### src/rtl/cv32e40p_apu_core_pkg.sv
// Purpose: APU width constants shared by the CV32E40P cores and the shared-FPU arbiter.
// Latency: n/a (package only).
// Backpressure: n/a (package only).
package cv32e40p_apu_core_pkg;

    // APU interface widths as seen from the core side
    localparam int APU_NARGS_CPU    = 3;
    localparam int APU_WOP_CPU      = 6;
    localparam int APU_NDSFLAGS_CPU = 15;
    localparam int APU_NUSFLAGS_CPU = 5;

    // Shared-FPU arbiter support
    localparam int APU_ARB_MAX_CORES = 8;

    typedef logic [$clog2(APU_ARB_MAX_CORES)-1:0] apu_arb_id_t;

    typedef enum logic {
        ARB_FREE   = 1'b0,
        ARB_LOCKED = 1'b1
    } apu_arb_state_t;

    // (base + off) mod n, valid for base < n and off <= n
    function automatic apu_arb_id_t apu_arb_wrap_add(input apu_arb_id_t base,
                                                     input int unsigned off,
                                                     input int unsigned n);
        int unsigned s;
        s = 32'(base) + off;
        if (s >= n) begin
            s = s - n;
        end
        return apu_arb_id_t'(s);
    endfunction

endpackage

### src/rtl/cv32e40p_apu_arb_tag_fifo.sv
// Purpose: in-order FIFO of issuing core IDs for ops accepted by the shared FPU.
// Latency: push visible at dout one cycle later; dout is the combinational head.
// Backpressure: push ignored while full, pop ignored while empty; push+pop together keeps count.
//
// Ports: clk/rst (async active-high), push/din, pop/dout, full, empty, count.
module cv32e40p_apu_arb_tag_fifo
    import cv32e40p_apu_core_pkg::*;
#(
    parameter int DEPTH = 4,
    localparam int AW = $clog2(DEPTH),
    localparam int CW = AW + 1
) (
    input  logic          clk,
    input  logic          rst,
    input  logic          push,
    input  apu_arb_id_t   din,
    input  logic          pop,
    output apu_arb_id_t   dout,
    output logic          full,
    output logic          empty,
    output logic [CW-1:0] count
);

    apu_arb_id_t   mem [DEPTH];
    logic [AW-1:0] wr_ptr;
    logic [AW-1:0] rd_ptr;
    logic [CW-1:0] cnt;
    logic          push_ok;
    logic          pop_ok;

    assign full    = (cnt == CW'(DEPTH));
    assign empty   = (cnt == '0);
    assign count   = cnt;
    assign dout    = mem[rd_ptr];
    assign push_ok = push & ~full;
    assign pop_ok  = pop & ~empty;

    // DEPTH is a power of two, so the pointers wrap naturally
    always_ff @(posedge clk or posedge rst) begin
        if (rst) begin
            wr_ptr <= '0;
            rd_ptr <= '0;
            cnt    <= '0;
            for (int i = 0; i < DEPTH; i++) begin
                mem[i] <= '0;
            end
        end else begin
            if (push_ok) begin
                mem[wr_ptr] <= din;
                wr_ptr      <= wr_ptr + AW'(1);
            end
            if (pop_ok) begin
                rd_ptr <= rd_ptr + AW'(1);
            end
            case ({push_ok, pop_ok})
                2'b10:   cnt <= cnt + CW'(1);
                2'b01:   cnt <= cnt - CW'(1);
                default: cnt <= cnt;
            endcase
        end
    end

endmodule

### src/rtl/cv32e40p_apu_arbiter.sv
// Purpose: shares one CVFPU between NUM_CORES CV32E40P APU ports, round-robin, in-order response routing.
// Latency: request/grant path and response path are combinational (zero added cycles).
// Backpressure: selection is held until the FPU grants; no issue while MAX_OUTSTANDING tags are in flight.
//
// Ports: clk_i/rst_i (async active-high); core_* = per-core APU master side (flattened, core 0 in LSBs);
//        fpu_* = single FPU slave side; fpu_clk_en_o/busy_o = activity; err_o = sticky orphan response.
// Optional: define CV32E40P_APU_ARB_PERF_EN to add contention_cnt_o (saturating multi-request cycle count).
module cv32e40p_apu_arbiter
    import cv32e40p_apu_core_pkg::*;
#(
    parameter int NUM_CORES       = 4,
    parameter int MAX_OUTSTANDING = 4,
    parameter int NARGS           = APU_NARGS_CPU,
    parameter int WOP             = APU_WOP_CPU,
    parameter int NDSFLAGS        = APU_NDSFLAGS_CPU,
    parameter int NUSFLAGS        = APU_NUSFLAGS_CPU
) (
    input  logic                            clk_i,
    input  logic                            rst_i,
    input  logic [NUM_CORES-1:0]            core_req_i,
    output logic [NUM_CORES-1:0]            core_gnt_o,
    input  logic [NUM_CORES*NARGS*32-1:0]   core_operands_i,
    input  logic [NUM_CORES*WOP-1:0]        core_op_i,
    input  logic [NUM_CORES*NDSFLAGS-1:0]   core_flags_i,
    output logic [NUM_CORES-1:0]            core_rvalid_o,
    output logic [31:0]                     core_result_o,
    output logic [NUSFLAGS-1:0]             core_rflags_o,
    output logic                            fpu_req_o,
    input  logic                            fpu_gnt_i,
    output logic [NARGS*32-1:0]             fpu_operands_o,
    output logic [WOP-1:0]                  fpu_op_o,
    output logic [NDSFLAGS-1:0]             fpu_flags_o,
    input  logic                            fpu_rvalid_i,
    input  logic [31:0]                     fpu_rdata_i,
    input  logic [NUSFLAGS-1:0]             fpu_rflags_i,
    output logic                            fpu_clk_en_o,
    output logic                            busy_o,
    output logic                            err_o
`ifdef CV32E40P_APU_ARB_PERF_EN
    ,
    output logic [31:0]                     contention_cnt_o
`endif
);

    localparam int CW = $clog2(MAX_OUTSTANDING) + 1;

    // Requests and data padded to the maximum core count so a 3-bit ID indexes them directly
    logic [APU_ARB_MAX_CORES-1:0] req_pad;
    logic [NARGS*32-1:0]          ops_arr   [APU_ARB_MAX_CORES];
    logic [WOP-1:0]               op_arr    [APU_ARB_MAX_CORES];
    logic [NDSFLAGS-1:0]          flags_arr [APU_ARB_MAX_CORES];

    apu_arb_state_t state, state_nxt;
    apu_arb_id_t    rr_ptr, rr_ptr_nxt;
    apu_arb_id_t    locked_id, locked_id_nxt;
    apu_arb_id_t    scan_sel;
    apu_arb_id_t    winner;
    apu_arb_id_t    head;

    logic           any_req;
    logic           accept;
    logic           pop;
    logic           fifo_full;
    logic           fifo_empty;
    logic [CW-1:0]  fifo_count;
    logic           err_q;

    assign req_pad = APU_ARB_MAX_CORES'(core_req_i);
    assign any_req = |core_req_i;

    always_comb begin
        for (int i = 0; i < APU_ARB_MAX_CORES; i++) begin
            ops_arr[i]   = '0;
            op_arr[i]    = '0;
            flags_arr[i] = '0;
        end
        for (int i = 0; i < NUM_CORES; i++) begin
            ops_arr[i]   = core_operands_i[i*NARGS*32 +: NARGS*32];
            op_arr[i]    = core_op_i[i*WOP +: WOP];
            flags_arr[i] = core_flags_i[i*NDSFLAGS +: NDSFLAGS];
        end
    end

    // Round-robin scan: walk from the farthest offset back to rr_ptr so the
    // nearest requester at or after rr_ptr is the last (winning) assignment.
    // With no requester the selection rests on core 0.
    always_comb begin
        scan_sel = '0;
        for (int i = NUM_CORES - 1; i >= 0; i--) begin
            if (req_pad[apu_arb_wrap_add(rr_ptr, i, NUM_CORES)]) begin
                scan_sel = apu_arb_wrap_add(rr_ptr, i, NUM_CORES);
            end
        end
    end

    assign winner = (state == ARB_LOCKED) ? locked_id : scan_sel;

    // A locked core that withdrew its request leaves fpu_req_o low here
    assign fpu_req_o = req_pad[winner] & ~fifo_full & any_req;
    assign accept    = fpu_req_o & fpu_gnt_i;

    assign fpu_operands_o = ops_arr[winner];
    assign fpu_op_o       = op_arr[winner];
    assign fpu_flags_o    = flags_arr[winner];

    assign pop = fpu_rvalid_i & ~fifo_empty;

    always_comb begin
        core_gnt_o    = '0;
        core_rvalid_o = '0;
        for (int i = 0; i < NUM_CORES; i++) begin
            core_gnt_o[i]    = accept & (winner == apu_arb_id_t'(i));
            core_rvalid_o[i] = pop & (head == apu_arb_id_t'(i));
        end
    end

    assign core_result_o = fpu_rdata_i;
    assign core_rflags_o = fpu_rflags_i;

    assign fpu_clk_en_o = any_req | (fifo_count != '0);
    assign busy_o       = fpu_clk_en_o;
    assign err_o        = err_q;

    // Lock / round-robin next state
    always_comb begin
        state_nxt     = state;
        rr_ptr_nxt    = rr_ptr;
        locked_id_nxt = locked_id;
        if (accept) begin
            state_nxt  = ARB_FREE;
            rr_ptr_nxt = apu_arb_wrap_add(winner, 1, NUM_CORES);
        end else if (fpu_req_o) begin
            state_nxt     = ARB_LOCKED;
            locked_id_nxt = winner;
        end else if ((state == ARB_LOCKED) && !req_pad[locked_id]) begin
            state_nxt = ARB_FREE;
        end
    end

    always_ff @(posedge clk_i or posedge rst_i) begin
        if (rst_i) begin
            state     <= ARB_FREE;
            rr_ptr    <= '0;
            locked_id <= '0;
            err_q     <= 1'b0;
        end else begin
            state     <= state_nxt;
            rr_ptr    <= rr_ptr_nxt;
            locked_id <= locked_id_nxt;
            // A response with no recorded issuer cannot be routed anywhere
            if (fpu_rvalid_i & fifo_empty) begin
                err_q <= 1'b1;
            end
        end
    end

    cv32e40p_apu_arb_tag_fifo #(
        .DEPTH (MAX_OUTSTANDING)
    ) u_tag_fifo (
        .clk   (clk_i),
        .rst   (rst_i),
        .push  (accept),
        .din   (winner),
        .pop   (pop),
        .dout  (head),
        .full  (fifo_full),
        .empty (fifo_empty),
        .count (fifo_count)
    );

`ifdef CV32E40P_APU_ARB_PERF_EN
    logic [31:0] contention_cnt;
    logic        multi_req;

    // x & (x-1) is non-zero exactly when two or more bits are set
    assign multi_req = |(core_req_i & (core_req_i - NUM_CORES'(1)));

    always_ff @(posedge clk_i or posedge rst_i) begin
        if (rst_i) begin
            contention_cnt <= '0;
        end else if (multi_req && (contention_cnt != '1)) begin
            contention_cnt <= contention_cnt + 32'd1;
        end
    end

    assign contention_cnt_o = contention_cnt;
`else
    // Contention counter not built in this configuration
`endif

endmodule

### config.mk
export PLATFORM = sky130hd
export DESIGN_NAME = cv32e40p_apu_arbiter
export DESIGN_NICKNAME = d
export VERILOG_FILES = /design/src/rtl/cv32e40p_apu_core_pkg.sv /design/src/rtl/cv32e40p_apu_arb_tag_fifo.sv /design/src/rtl/cv32e40p_apu_arbiter.sv
export SDC_FILE = /design/constraint.sdc
export NUM_CORES = 1
export LEC_CHECK = 0
export ABC_AREA = 0
export CORE_AREA = 2 2 264 266
export CTS_BUF_LIST = sky130_fd_sc_hd__clkbuf_8
export DETAILED_ROUTE_END_ITERATION = 16
export DIE_AREA = 0 0 266 268
export PLACE_DENSITY_LB_ADDON = 0.08
export SLEW_MARGIN = 0
export SYNTH_ARGS = -nofsm -noshare
export SYNTH_HDL_FRONTEND = slang
export SYNTH_SLANG_ARGS = --single-unit
### constraint.sdc
create_clock -name clk_i -period 3.56 [get_ports clk_i]
set_clock_uncertainty 0.05 [all_clocks]
set_input_delay 0.712 -clock clk_i [delete_from_list [all_inputs] [get_ports clk_i]]
set_output_delay 0.712 -clock clk_i [all_outputs]
set_load 0.05 [all_outputs]
=== Yosys cells after proc, flatten, opt, wreduce, memory -nomap -nowiden ===
Cells that the tools add are included.

* Eq/ne operators: 9
* Bitwise gates (word level): 22
* Add/subtract/negate cells: 13
* Reduce and logical (&&, ||, !) cells: 11
* Magnitude comparators: 15
* Multiplexer cells: 41

{| class="wikitable"
|+ Operators by type and width
! kind !! count
|-
| binary-select mux 96 bit (select 3 bit) || 1
|-
| two-way mux 96 bit || 2
|-
| binary-select mux 15 bit (select 3 bit) || 1
|-
| two-way mux 3 bit || 13
|-
| two-way mux 15 bit || 2
|-
| less-than comparator 3 x 4 -> 1 bit (second input constant) || 6
|-
| binary-select mux 1 bit (select 3 bit) || 6
|-
| binary-select mux 6 bit (select 3 bit) || 1
|-
| >= comparator 4 x 3 -> 1 bit (second input constant) || 4
|-
| AND 1 bit || 15
|-
| subtractor 3 bit (second input constant) || 5
|-
| bitwise mux 12 bit || 1
|-
| equality test 3 x 2 -> 1 bit (second input constant) || 4
|-
| two-way mux 6 bit || 2
|-
| >= comparator 3 bit (second input constant) || 3
|-
| zero test 3 bit || 3
|-
| two-way mux 1 bit || 9
|-
| adder 3 x 1 -> 4 bit (second input constant) || 2
|-
| adder 3 x 2 -> 4 bit (second input constant) || 2
|-
| binary-select mux 3 bit (select 2 bit) || 1
|-
| demux 3 bit (select 2 bit) || 1
|-
| equality test 3 x 1 -> 1 bit (second input constant) || 2
|-
| inverter 2 -> 3 bit || 2
|-
| case mux 3 bit (2 select lines) || 1
|-
| other kinds (17) || 22
|}

* Bits of input ports: 513
* Output and inout bits: 166
* Word-level logic and storage cells: 122
* Register bits: 27

=== Depth between registers and ports, before layout ===
* Depth after elaboration: 18
* Gate-level depth with buffers: 18

=== By module ===
A second synthesis with hierarchy kept.

* Cell total of the unflattened synthesis: 894
* Area, all modules: 6296.0 um^2

{| class="wikitable"
|+ Modules (own cells, without submodules)
! module !! seq. area each (um^2) !! area each (um^2) !! instances !! cells an instance
|-
| cv32e40p_apu_arbiter || 200.2 || 5353.9 || 1 || 826
|-
| cv32e40p_apu_arb_tag_fifo || 475.5 || 942.2 || 1 || 68
|}

=== Least setup slack after synthesis ===
No wires, ideal clock.

* Kind: in2out
* Start: input port core_req_i[0]
* End: output port fpu_flags_o[12]
* Slack: -0.317 ns
* Path buffers: 3
* Stages: 10
* Arrival time: 3.115 ns
* Data required time: 2.798 ns
* Cells stage by stage: mux2_4 -> a22o_1 -> o31a_1 -> and2_1 -> buf_6 -> inv_8 -> nand2_1 -> buf_2 -> buf_2 -> o22ai_1

* Longest elaborated chain between the ends: 11
* Elaborated cells on any way between the ends: 17

{| class="wikitable"
|+ Ends and longest elaborated chain
! item !! line !! source
|-
| start, declared || cv32e40p_apu_arbiter.sv:20 || <nowiki>input logic [NUM_CORES-1:0] core_req_i,</nowiki>
|-
| binary-select mux 1 bit (select 3 bit) || cv32e40p_apu_arbiter.sv:90 || <nowiki>if (req_pad[apu_arb_wrap_add(rr_ptr, i, NUM_CORES)]) begin</nowiki>
|-
| two-way mux 1 bit (implied by the code) || cv32e40p_apu_arbiter.sv:90 ||
|-
| two-way mux 3 bit (3 in series) || cv32e40p_apu_arbiter.sv:90 ||
|-
| two-way mux 3 bit (*) || cv32e40p_apu_arbiter.sv:90 ||
|-
| two-way mux 3 bit (*) || cv32e40p_apu_arbiter.sv:96 || <nowiki>assign winner = (state == ARB_LOCKED) ? locked_id : scan_sel;</nowiki>
|-
| via u_tag_fifo.din[0] || cv32e40p_apu_arb_tag_fifo.sv:16 || <nowiki>input apu_arb_id_t din,</nowiki>
|-
| inverter 3 -> 4 bit (implied by the code) (*) || cv32e40p_apu_arbiter.sv:104 || <nowiki>assign fpu_flags_o = flags_arr[winner];</nowiki>
|-
| binary-select mux 15 bit (select 3 bit) (*) || cv32e40p_apu_arbiter.sv:104 ||
|-
| two-way mux 15 bit (implied by the code) (*) (2 in series) || cv32e40p_apu_arbiter.sv:104 ||
|-
| end, declared || cv32e40p_apu_arbiter.sv:32 || <nowiki>output logic [NDSFLAGS-1:0] fpu_flags_o,</nowiki>
|}

Mark *: on every way through the listed nets, which the timed path passes. The rest lies on a longest branch. The select of a mux whose other input is x is not followed.

=== Worst setup path after layout ===
* Start: register rr_ptr[0]
* End: output port fpu_operands_o[27]

* Longest elaborated chain between the ends: 14
* Elaborated cells on any way between the ends: 32

{| class="wikitable"
|+ Ends and longest elaborated chain
! item !! line !! source
|-
| start, declared || cv32e40p_apu_arbiter.sv:54 || <nowiki>apu_arb_id_t rr_ptr, rr_ptr_nxt;</nowiki>
|-
| start signal, assigned || cv32e40p_apu_arbiter.sv:148 || <nowiki>rr_ptr <= rr_ptr_nxt;</nowiki>
|-
| adder 3 x 2 -> 4 bit || cv32e40p_apu_core_pkg.sv:27 || <nowiki>s = 32'(base) + off;</nowiki>
|-
| >= comparator 4 x 3 -> 1 bit / subtractor 3 bit (equally long branches) || cv32e40p_apu_core_pkg.sv:28, cv32e40p_apu_core_pkg.sv:29 ||
|-
| two-way mux 3 bit || cv32e40p_apu_core_pkg.sv:28 || <nowiki>if (s >= n) begin</nowiki>
|-
| binary-select mux 1 bit (select 3 bit) || cv32e40p_apu_arbiter.sv:90 ||
|-
| two-way mux 1 bit (implied by the code) || cv32e40p_apu_arbiter.sv:90 ||
|-
| two-way mux 3 bit (3 in series) || cv32e40p_apu_arbiter.sv:90 ||
|-
| two-way mux 3 bit (*) || cv32e40p_apu_arbiter.sv:90 ||
|-
| two-way mux 3 bit (*) || cv32e40p_apu_arbiter.sv:96 ||
|-
| inverter 3 -> 4 bit (implied by the code) (*) || cv32e40p_apu_arbiter.sv:102 || <nowiki>assign fpu_operands_o = ops_arr[winner];</nowiki>
|-
| binary-select mux 96 bit (select 3 bit) (*) || cv32e40p_apu_arbiter.sv:102 ||
|-
| two-way mux 96 bit (implied by the code) (*) (2 in series) || cv32e40p_apu_arbiter.sv:102 ||
|-
| end, declared || cv32e40p_apu_arbiter.sv:30 || <nowiki>output logic [NARGS*32-1:0] fpu_operands_o,</nowiki>
|}

Every way passes the cells marked *; elsewhere a longest branch is shown, timed or not. The select of a mux whose other input is x is not followed.

==> out/metrics.cfg <==
[floorplan]
fp.dieW_microns = 266
row_count = 96
pin_count = 679
die_area_sq_mm = 0.0713
core_sq_mm = 0.0682
start_util = 0.0811
die_height_microns = 268

[routing]
ant_nets = 0
vias = 8106
wl_per_cell_microns = 23.6
dr.pass1.iters = 4
drtIter0Drc = 187
wl_microns = 52200
vias_per_cell = 3.67
drc = 0

[place]
dp_hpwl_microns = 43600
port_buffers = 604
place_ws_ps = -750
gp_congestion = 0.790

[hold_path]
hp-class = reg -> reg
whs_path_depth = 1
min_from = err_o$_DFFE_PP0P_
min_to = err_o$_DFFE_PP0P_

[yosys]
yosysTopAreaCell = mux2i_1
synth_xor_area_frac = 0.00950
synth_area_per_cell_sq_um = 8.81
synth_top_family_by_area = multiplexers
yosysWarnings = 0
syn-instance-count = 628
syn_area_sq_mm = 0.00553
yosys.area_share.simple = 0.0633
synth-edff-count = 0
synth-seq-cells = 27
ys_async_sr_fraction = 1.00
synthAdderAreaFrac = 0.0308
synth_compound_area_frac = 0.199
synth_cell_type_count = 50
netlist.area_leader.share = 0.429
synth.area.top_cells = mux2i_1, o22ai_1, dfrtp_1
synth_mux_area_frac = 0.463
ys_seq_area_frac = 0.122
synth_flop_cell = dfrtp_1
syn_nets = 1154

[cells_and_area]
nets = 1852
synthToLayoutAreaGrowth_pct = 239
drive_above_1_share = 0.492

[sta]
fmax_mhz = 263
worst_slack_ps = -247
setup_violations = 121
finalHoldViolCount = 0
relSlewSlack = 0.624
hold_slack_ps = 419
maxSlewViolCount = 0
min_period_over_period = 1.07
rsz0062_at_grt = true
worst_pin_slew_ps = 556
period_minus_slack_ps = 3810

[clock_network]
cts.sinks = 27
cts-root-buf = clkbuf_8
h-tree-depth = 1
ctsLongestPathBuffers = 2
insertion_delay_ps = 270
cts_buffers = 3
path_clk_slew_ps = 100
tritoncts = done

[job]
maxCapViolCount = 0

[worst_setup_path]
critical_path_peak_fanout = 6
r2r_start = rr_ptr[0]$_DFFE_PP0P_
critPathKind = reg -> out
rrSetupSlack_ps = 70
cp_data_arrival_time_ps = 3050
start_kind = register
cp-end-kind = output pin
reg2reg_to = u_tag_fifo.count[2]$_DFFE_PP0P_
worst-r2r-cell-count = 19
required_ps = 2800

[grt]
grt_overflow_total = 0
track_usage = 0.136
grt_pass1_wl_microns = 69500
grt_max_degree = 29
antenna_found_initial = 11
grt_pass1_vias = 8948

[run_status]
violations = negative setup slack
outcome = complete, but fails checks

how the worst max path moves through the flow:
stage                           from                 end  slack (ps)  cells past startpoint
2_1_floorplan          core_req_i[0]     fpu_flags_o[13]        -230                      9
3_3_place_gp           core_req_i[2]  fpu_operands_o[67]        -770                     13
3_5_place_dp           core_req_i[2]  fpu_operands_o[18]        -750                     13
4_1_cts        rr_ptr[0]$_DFFE_PP0P_  fpu_operands_o[18]        -290                     14
5_1_grt        rr_ptr[0]$_DFFE_PP0P_  fpu_operands_o[27]        -360                     14
6_report       rr_ptr[0]$_DFFE_PP0P_  fpu_operands_o[27]        -250                     14
cell families (layout without fill, tap and decap cells):
| logic type | after synthesis | count (layout) |
|---|---|---|
| muxes | 248 | 248 |
| AOI/OAI and AO/OA | 168 | 168 |
| buffers and inverters | 108 | 805 |
| and+or+nand+nor | 58 | 58 |
| DFF | 27 | 27 |
| adders and majority gates | 13 | 13 |
| xor gates and xnor gates | 6 | 6 |
| other | 0 | 2 |
registers in the layout (all words and copies together), names as in the netlist:
signal	cells
err_o	1
u_tag_fifo.count	3
u_tag_fifo.mem	12
u_tag_fifo.rd_ptr	2
locked_id	3
rr_ptr	3
u_tag_fifo.wr_ptr	2
state	1
critical path, stage by stage, from the launching register on:
cell	delay (ps)
dfrtp_1	420
buf_6	150
mux2_4	300
a2111o_1	420
o21ai_2	80
a21oi_2	90
nor2_4	110
buf_12	140
buf_16	140
buf_16	150
buf_16	150
mux2i_2	220
buf_4	150
o22ai_4	60
buf_8	160
cell usage after synthesis (8+ instances only):
master / number
o21ai_0: 11
clkbuf_1: 17
nand2_1: 14
dfrtp_1: 27
mux2i_1: 237
and2_1: 8
o31ai_1: 8
buf_2: 35
buf_4: 38
ha_1: 12
o22ai_1: 117
inv_1: 14
layout make-up:
type / instances / area, sq um
tap: 882 / 1100
sequential: 27 / 676
clock buffer: 3 / 41.3
antenna: 2 / 5.00
timing repair buffer: 786 / 9820
fill: 7056 / 49400
inverter: 15 / 71.3
multi-input combinational: 493 / 7050
clock inverter: 1 / 3.75
cell usage in the layout (no fill, tap or decap), types with 6 or more instances in the layout:
| cell type | count |
|---|---|
| ha_4 | 7 |
| buf_12 | 149 |
| o31ai_1 | 8 |
| mux2i_2 | 67 |
| clkdlybuf4s50_1 | 472 |
| dfrtp_1 | 27 |
| inv_1 | 12 |
| nand2_1 | 11 |
| o22ai_2 | 67 |
| o22ai_4 | 48 |
| mux2i_4 | 103 |
| buf_8 | 15 |
| clkbuf_16 | 6 |
| buf_16 | 22 |
| buf_6 | 41 |
| o21ai_0 | 11 |
| mux2i_1 | 67 |
| buf_4 | 74 |
metrics by stage:
step           instance area [sq um]  std cells  TNS [ps]  utilization
2_1_floorplan                   6140        628    -13910            -
3_3_place_gp                   15000       2132    -78860        0.219
3_5_place_dp                   15000       2132    -78020        0.219
4_1_cts                        17900       2191    -23300        0.263
5_1_grt                        18800       2207    -36650        0.275
6_report                       18800       2209    -21410        0.275
routing by layer:
layer	vias to the layer above	part of all wire	wire (microns)	global-route usage
met5	-	0.0024	127	0
met4	20	0.0033	172	0.00516
met3	26	0.061	3180	0.0375
met2	295	0.57	29600	0.272
met1	3943	0.37	19100	0.149
li1	3822	-	-	-
timing repair:
action                     in CTS  in global routing
setup endpoints to repair     124                123
cloned                         14                  6
pin swaps                      37                 38
gates resized for setup       421                115
hold buffers                    0                  0
buffers inserted               47                 17
Power is not shown: default switching activity piles up to over one toggle a cycle in this logic, so the estimate is an artifact.
